==> src/rtl/div_sequencer_pkg.sv <==
// div_sequencer_pkg: shared RV32M divide encodings, widths and FSM state type
package div_sequencer_pkg;
  localparam int XLEN = 32;
  localparam int CNT_W = 5;
  localparam logic [2:0] F3_DIV = 3'b100;
  localparam logic [2:0] F3_DIVU = 3'b101;
  localparam logic [2:0] F3_REM = 3'b110;
  localparam logic [2:0] F3_REMU = 3'b111;
  localparam logic [6:0] F7_MULDIV = 7'b0000001;
  typedef enum logic [1:0] {IDLE, RUN, DONE} div_state_e;
endpackage

==> src/rtl/div_iter_core.sv <==
// div_iter_core: radix-2 restoring shift-subtract datapath on unsigned magnitudes
//   clk, rst  clock, async active-high reset
//   load      capture a_abs as quotient seed, b_abs as divisor, clear remainder
//   step      perform one shift-subtract iteration
//   q, r      current quotient and remainder
module div_iter_core
  import div_sequencer_pkg::*;
(
  input  logic            clk,
  input  logic            rst,
  input  logic            load,
  input  logic            step,
  input  logic [XLEN-1:0] a_abs,
  input  logic [XLEN-1:0] b_abs,
  output logic [XLEN-1:0] q,
  output logic [XLEN-1:0] r
);
  logic [XLEN:0] rem, sh, trial;
  logic [XLEN-1:0] quot, dvs;
  always_comb begin
    sh = {rem[XLEN-1:0], quot[XLEN-1]};
    trial = sh - {1'b0, dvs};
  end
  always_ff @(posedge clk or posedge rst) begin
    if (rst) begin
      rem <= '0;
      quot <= '0;
      dvs <= '0;
    end else if (load) begin
      rem <= '0;
      quot <= a_abs;
      dvs <= b_abs;
    end else if (step) begin
      // a negative trial (borrow out of the top bit) means restore
      rem <= trial[XLEN] ? sh : trial;
      quot <= {quot[XLEN-2:0], ~trial[XLEN]};
    end
  end
  assign q = quot;
  assign r = rem[XLEN-1:0];
endmodule

==> src/rtl/div_sequencer.sv <==
// div_sequencer: sequences the iterative divider for RV32M DIV/DIVU/REM/REMU in EX
//   clk, rst      clock, async active-high reset
//   start_valid   EX holds a divide op; func = funct3[1:0]
//   rs1/rs2_data  dividend / divisor, sampled only in the start cycle
//   flush         mispredict kill of EX, outranks everything including the result pulse
//   stall         freeze IF/ID/EX while the divide is pending
//   busy          FSM not idle
//   result_valid  one-cycle pulse with signed-corrected quotient or remainder on result
module div_sequencer
  import div_sequencer_pkg::*;
(
  input  logic            clk,
  input  logic            rst,
  input  logic            start_valid,
  input  logic [1:0]      func,
  input  logic [XLEN-1:0] rs1_data,
  input  logic [XLEN-1:0] rs2_data,
  input  logic            flush,
  output logic            stall,
  output logic            busy,
  output logic            result_valid,
  output logic [XLEN-1:0] result
);
  div_state_e state, nxt;
  logic [CNT_W-1:0] cnt;
  logic [1:0] fn;
  logic q_neg, r_neg, spec, sgn, div0, ovf, go;
  logic [XLEN-1:0] sq, sr, a_abs, b_abs, q, r, qv, rv;
  always_comb begin
    sgn = ~func[0];
    a_abs = (sgn & rs1_data[XLEN-1]) ? -rs1_data : rs1_data;
    b_abs = (sgn & rs2_data[XLEN-1]) ? -rs2_data : rs2_data;
    div0 = rs2_data == '0;
    ovf = sgn & (rs1_data == {1'b1, {(XLEN-1){1'b0}}}) & (&rs2_data);
    go = (state == IDLE) & start_valid & ~flush;
  end
  always_comb begin
    nxt = IDLE;
    if (!flush)
      nxt = state == IDLE ? (start_valid ? ((div0 | ovf) ? DONE : RUN) : IDLE) :
            state == RUN  ? (cnt == '0 ? DONE : RUN) : IDLE;
  end
  always_ff @(posedge clk or posedge rst) begin
    if (rst) begin
      state <= IDLE;
      cnt <= '0;
      fn <= '0;
      spec <= 1'b0;
      sq <= '0;
      sr <= '0;
      q_neg <= 1'b0;
      r_neg <= 1'b0;
    end else begin
      state <= nxt;
      if (go) begin
        cnt <= CNT_W'(XLEN-1);
        fn <= func;
        spec <= div0 | ovf;
        sq <= div0 ? '1 : rs1_data;
        sr <= div0 ? rs1_data : '0;
        // special cases return raw values, so sign restore is suppressed for them
        q_neg <= ~(div0 | ovf) & sgn & (rs1_data[XLEN-1] ^ rs2_data[XLEN-1]);
        r_neg <= ~(div0 | ovf) & sgn & rs1_data[XLEN-1];
      end else if (state == RUN && cnt != '0)
        cnt <= cnt - 1'b1;
    end
  end
  div_iter_core u_core (
    .clk   (clk),
    .rst   (rst),
    .load  (go & ~(div0 | ovf)),
    .step  (state == RUN),
    .a_abs (a_abs),
    .b_abs (b_abs),
    .q     (q),
    .r     (r)
  );
  always_comb begin
    qv = spec ? sq : q;
    rv = spec ? sr : r;
    stall = go | (state == RUN);
    busy = state != IDLE;
    result_valid = (state == DONE) & ~flush;
    result = result_valid ? (fn[1] ? (r_neg ? -rv : rv) : (q_neg ? -qv : qv)) : '0;
  end
endmodule

==> config.mk <==
export PLATFORM = sky130hd
export DESIGN_NAME = div_sequencer
export DESIGN_NICKNAME = d
export VERILOG_FILES = /design/src/rtl/div_sequencer_pkg.sv /design/src/rtl/div_iter_core.sv /design/src/rtl/div_sequencer.sv
export SDC_FILE = /design/constraint.sdc
export NUM_CORES = 1
export LEC_CHECK = 0
export ABC_AREA = 0
export BUFFER_PORTS_ARGS = -buffer_cell sky130_fd_sc_hd__buf_2
export CAP_MARGIN = 20
export CORE_MARGIN = 2
export CORE_UTILIZATION = 45
export CTS_CLUSTER_DIAMETER = 80
export DETAILED_ROUTE_END_ITERATION = 10
export GPL_ROUTABILITY_DRIVEN = 1
export PLACE_DENSITY = 0.65
export SKIP_LAST_GASP = 1
export SLEW_MARGIN = 20
export SYNTH_ARGS = -nofsm -noshare
export SYNTH_HDL_FRONTEND = slang
export SYNTH_HIERARCHICAL = 1
export SYNTH_SLANG_ARGS = --single-unit
==> constraint.sdc <==
create_clock -name clk -period 3.7 [get_ports clk]
set_input_delay 0.37 -clock clk [delete_from_list [all_inputs] [get_ports clk]]
set_output_delay 0.37 -clock clk [all_outputs]
set_load 0.03 [all_outputs]
==> summary.md <==
| Metric | Value |
|---|---|
| Yosys cell types | 82 |
| Cell Count, Final, Fillers Out | 2127 |
| Dominant synthesized flop cell | dfrtp_1 |
| Finished Core Util | 0.5185 |
| Die area | 0.03141 mm² |
| Worst Setup Path Type | reg2out |
| Clk sinks | 171 |
| Final hold viol count | 0 |
| Global-route usage over all layers | 0.2509 |
| Port Buf Inserts | 104 |
| Nets@finish | 1835 |
| First-pass GRT wire length | 62980 µm |
| Origin of the worst min-delay path | flush |
| Largest net degree at the start of global routing | 87 |
| Die H | 177.2 µm |
| Post-synth EDFFs | 0 |
| Post-DP HPWL | 28400 µm |
| Power, Total | 0.01044 W |
| Failing checks | negative setup slack |
| Synth top cells by count | nand2_1 (269), dfrtp_1 (171), o21ai_0 (156), mux2i_1 (120), xnor2_1 (96) |
| RSZ-0062 raised after global routing | true |
| Fillers | 2811 |
| TritonCTS Buffers | 17 |
| Worst path max stage delay | 0.59 ns |
| Slew Limit Fails | 0 |
| Final Skew | 0.009178 ns |
| Root buffer cell | clkbuf_16 |
| Final Critical Period | 3.703 ns |
| Adder and majority gate portion of the synthesized area | 0.03762 |
| Type of origin of the critical path | flip-flop |
| DP Worst Slack | 0.1817 ns |
| Post-synthesis net count | 1760 |
| Avg Cell Area, Syn | 8.184 µm² |
| Fmax | 270.0 MHz |
| Worst IR drop on VDD | 0.4021 mV |
| Mapped Cells | 1650 |
| Cell leakage power | 6.523 nW |
| Worst skew pair latency | 0.44 ns |
| Setup ws final | -0.003247 ns |
| Starting density of the core | 0.4568 |
| Worst-path clk slew | 0.07 ns |
| Critical Path, Cell by Cell | buf_12 -> or3b_2 -> a22o_1 -> or4_4 -> o31ai_1 -> xnor2_1 -> o22ai_1 -> buf_4 |
| # IOs | 105 |
| Ys async rst share | 1.000 |
| Hold path depth | 2 |
| Max-cap viol count | 0 |
| Worst flop-to-flop path startpoint | u_core/q[31] |
| Num rows | 63 |
| Clk buf depth | 2 |
| Post-synthesis cell area | 0.01350 mm² |
| Synth Area in Compound Gates | 0.1988 |
| Global route overflow | 0 |
| Tcrit/Tclk final | 1.001 |
| R2R Path End | u_core/rem[23] |
| Ys Warns | 6 |
| Top cells by area, synth | dfrtp_1 (32%), mux2i_1 (8.9%), nand2_1 (7.5%) |
| Slowest CP cell | or4_4 |
| Slew margin rel. | 0.3204 |
| CP arrival | 3.33 ns |
| Post-route ant nets | 0 |
| Crit path max fanout | 37 |
| CP bufs+invs | 2 |
| Cells after DPL | 2086 |
| CTS tree | built |
| Min-delay worst type | in2reg |
| Drt total wl | 38840 µm |
| Hold WS | 0.1734 ns |
| Cell count of the worst reg-to-reg path | 13 |
| Yosys top cell by area | dfrtp_1 |
| Die W | 177.2 µm |
| DRC | 0 |
| Vias | 12358 |
| 1st-iter DRT viols | 1086 |
| Share of cells above drive strength 1 | 0.1480 |
| Outcome | finished, violations left |
| Actual slew at the worst max-slew pin | 1.017 ns |
| CTS HTree Levels | 4 |
| Drt first pass iters | 8 |
| R2R Setup Slk | 0.21 ns |
| Vias in the first global route | 11619 |
| CP endpoint kind | output port |
| XOR/XNOR Fraction of Synth Area | 0.09478 |
| PD cells | 681.3 mW/mm² |
| Final setup fails | 1 |
| Main combinational cell family by area after synthesis | simple AND/OR/NAND/NOR gates |
| #FFs+latches synth | 171 |
| Data required time of the critical path | 3.33 ns |
| Multiplexer share of the synthesized area | 0.09562 |
| Register area share after synthesis | 0.3169 |
| Top-count cell post-synth | nand2_1 |
| Share of the synthesized area in the top cell type | 0.3169 |
| Simple-Gate Fraction of Synth Area | 0.2074 |
| Family with the most delay on the worst path | simple AND/OR/NAND/NOR gates |
| # diodes | 0 |
| Initial antenna violation count | 0 |
| Global placer's final weighted congestion | 0.9314 |
| P&R area growth vs syn | 13.49% |
| Drt via density | 5.810 |
| Hold path endpoint | state[0] |
| Core area | 0.02956 mm² |
| Drt wl/cell | 18.26 µm |
[layout by cell type, fill, tap and decap left out, drive strengths merged, types with 10 or more instances in the layout]
cell and n:
nand2b 11, or3b 15, mux2i 120, xor2 47, nand3 53, a211oi 37
nor2 92, clkbuf 19, buf 149, o211ai 10, a21o 14, inv 63
nor3 41, and3 10, o31ai 29, or3 18, dfrtp 171, nand2 269
a21oi 76, nor3b 13, xnor2 97, o22ai 22, nand4 14, nor4 18
o21ai 158, ha 39
[what timing repair did]
item | 4_1_cts | 5_1_grt
endpoints found under the hold margin | 19 | 0
resized for setup | 19 | 16
pin swaps | 1 | 7
hold buffers | 1 | 0
cloned | 0 | 0
setup buffers | 3 | 6
endpoints found under the setup margin | 17 | 19
[worst max path at each step]
stage               cells after the start  slack (ns)          to  start
global route                           10       -0.12  result[28]   spec
floorplan                              13       -0.02   result[8]   spec
global placement                        9        0.21  result[28]   spec
CTS                                     9       0.008  result[17]   spec
detailed placement                      9        0.18  result[28]   spec
finish                                  8      -0.003  result[25]   spec
[worst reg2reg max path: stages (launching register included)]
cell      delay [ns]
dfrtp_1         0.40
inv_1           0.11
ha_1            0.19
inv_1           0.06
fa_1            0.42
a211oi_2        0.29
o211ai_2        0.14
a311oi_2        0.43
o31ai_4         0.16
a21oi_4         0.24
xnor2_4         0.30
buf_4           0.27
mux2i_1         0.22
a211oi_1        0.10
[cell type report]
class	count	area, µm²	share of cell area
clock inverters	12	116.4	0.007593
inverters	63	244.0	0.01592
clock buffers	19	442.9	0.02890
well taps	390	488.0	0.03184
flip-flops and latches	171	4283	0.2795
multi-input cells	1322	8770	0.5722
repair buffers	150	982.2	0.06409
[sequential cells by signal, indices dropped and copies added, names as in the netlist]
name	flops
sq	32
r_neg	1
sr	32
u_core/rem	32
u_core/q	32
q_neg	1
state	2
spec	1
fn	1
u_core/dvs	32
cnt	5
[per-stage QoR]
stage / cell area [µm²] / setup TNS (ns)
2_1_floorplan: 13570 / -0.02358
3_3_place_gp: 14530 / 0
3_5_place_dp: 14530 / 0
4_1_cts: 15210 / 0
5_1_grt: 15330 / -0.8440
6_report: 15330 / -0.003247
[where the power goes]
group	internal, W	switching [W]
combinational	0.00247	0.00315
clock	0.000949	0.000818
sequential	0.00234	0.000714
[logic make-up (layout without fill, tap and decap cells)]
family	Yosys count	in the layout
flops	171	171
buf+inv	157	244
simple gates	591	591
compound gates	419	419
mux	128	128
xor+xnor	144	144
fa+ha+maj	40	40
[routing by layer]
metal | part of all wire | track usage | vias up
li1 | - | - | 6055
met1 | 0.47 | 0.3591 | 5906
met2 | 0.46 | 0.4021 | 356
met3 | 0.049 | 0.02921 | 41
met4 | 0.017 | 0.06439 | 0
met5 | 0 | 0 | -
Note: power is estimated with default switching activity, not from simulation.
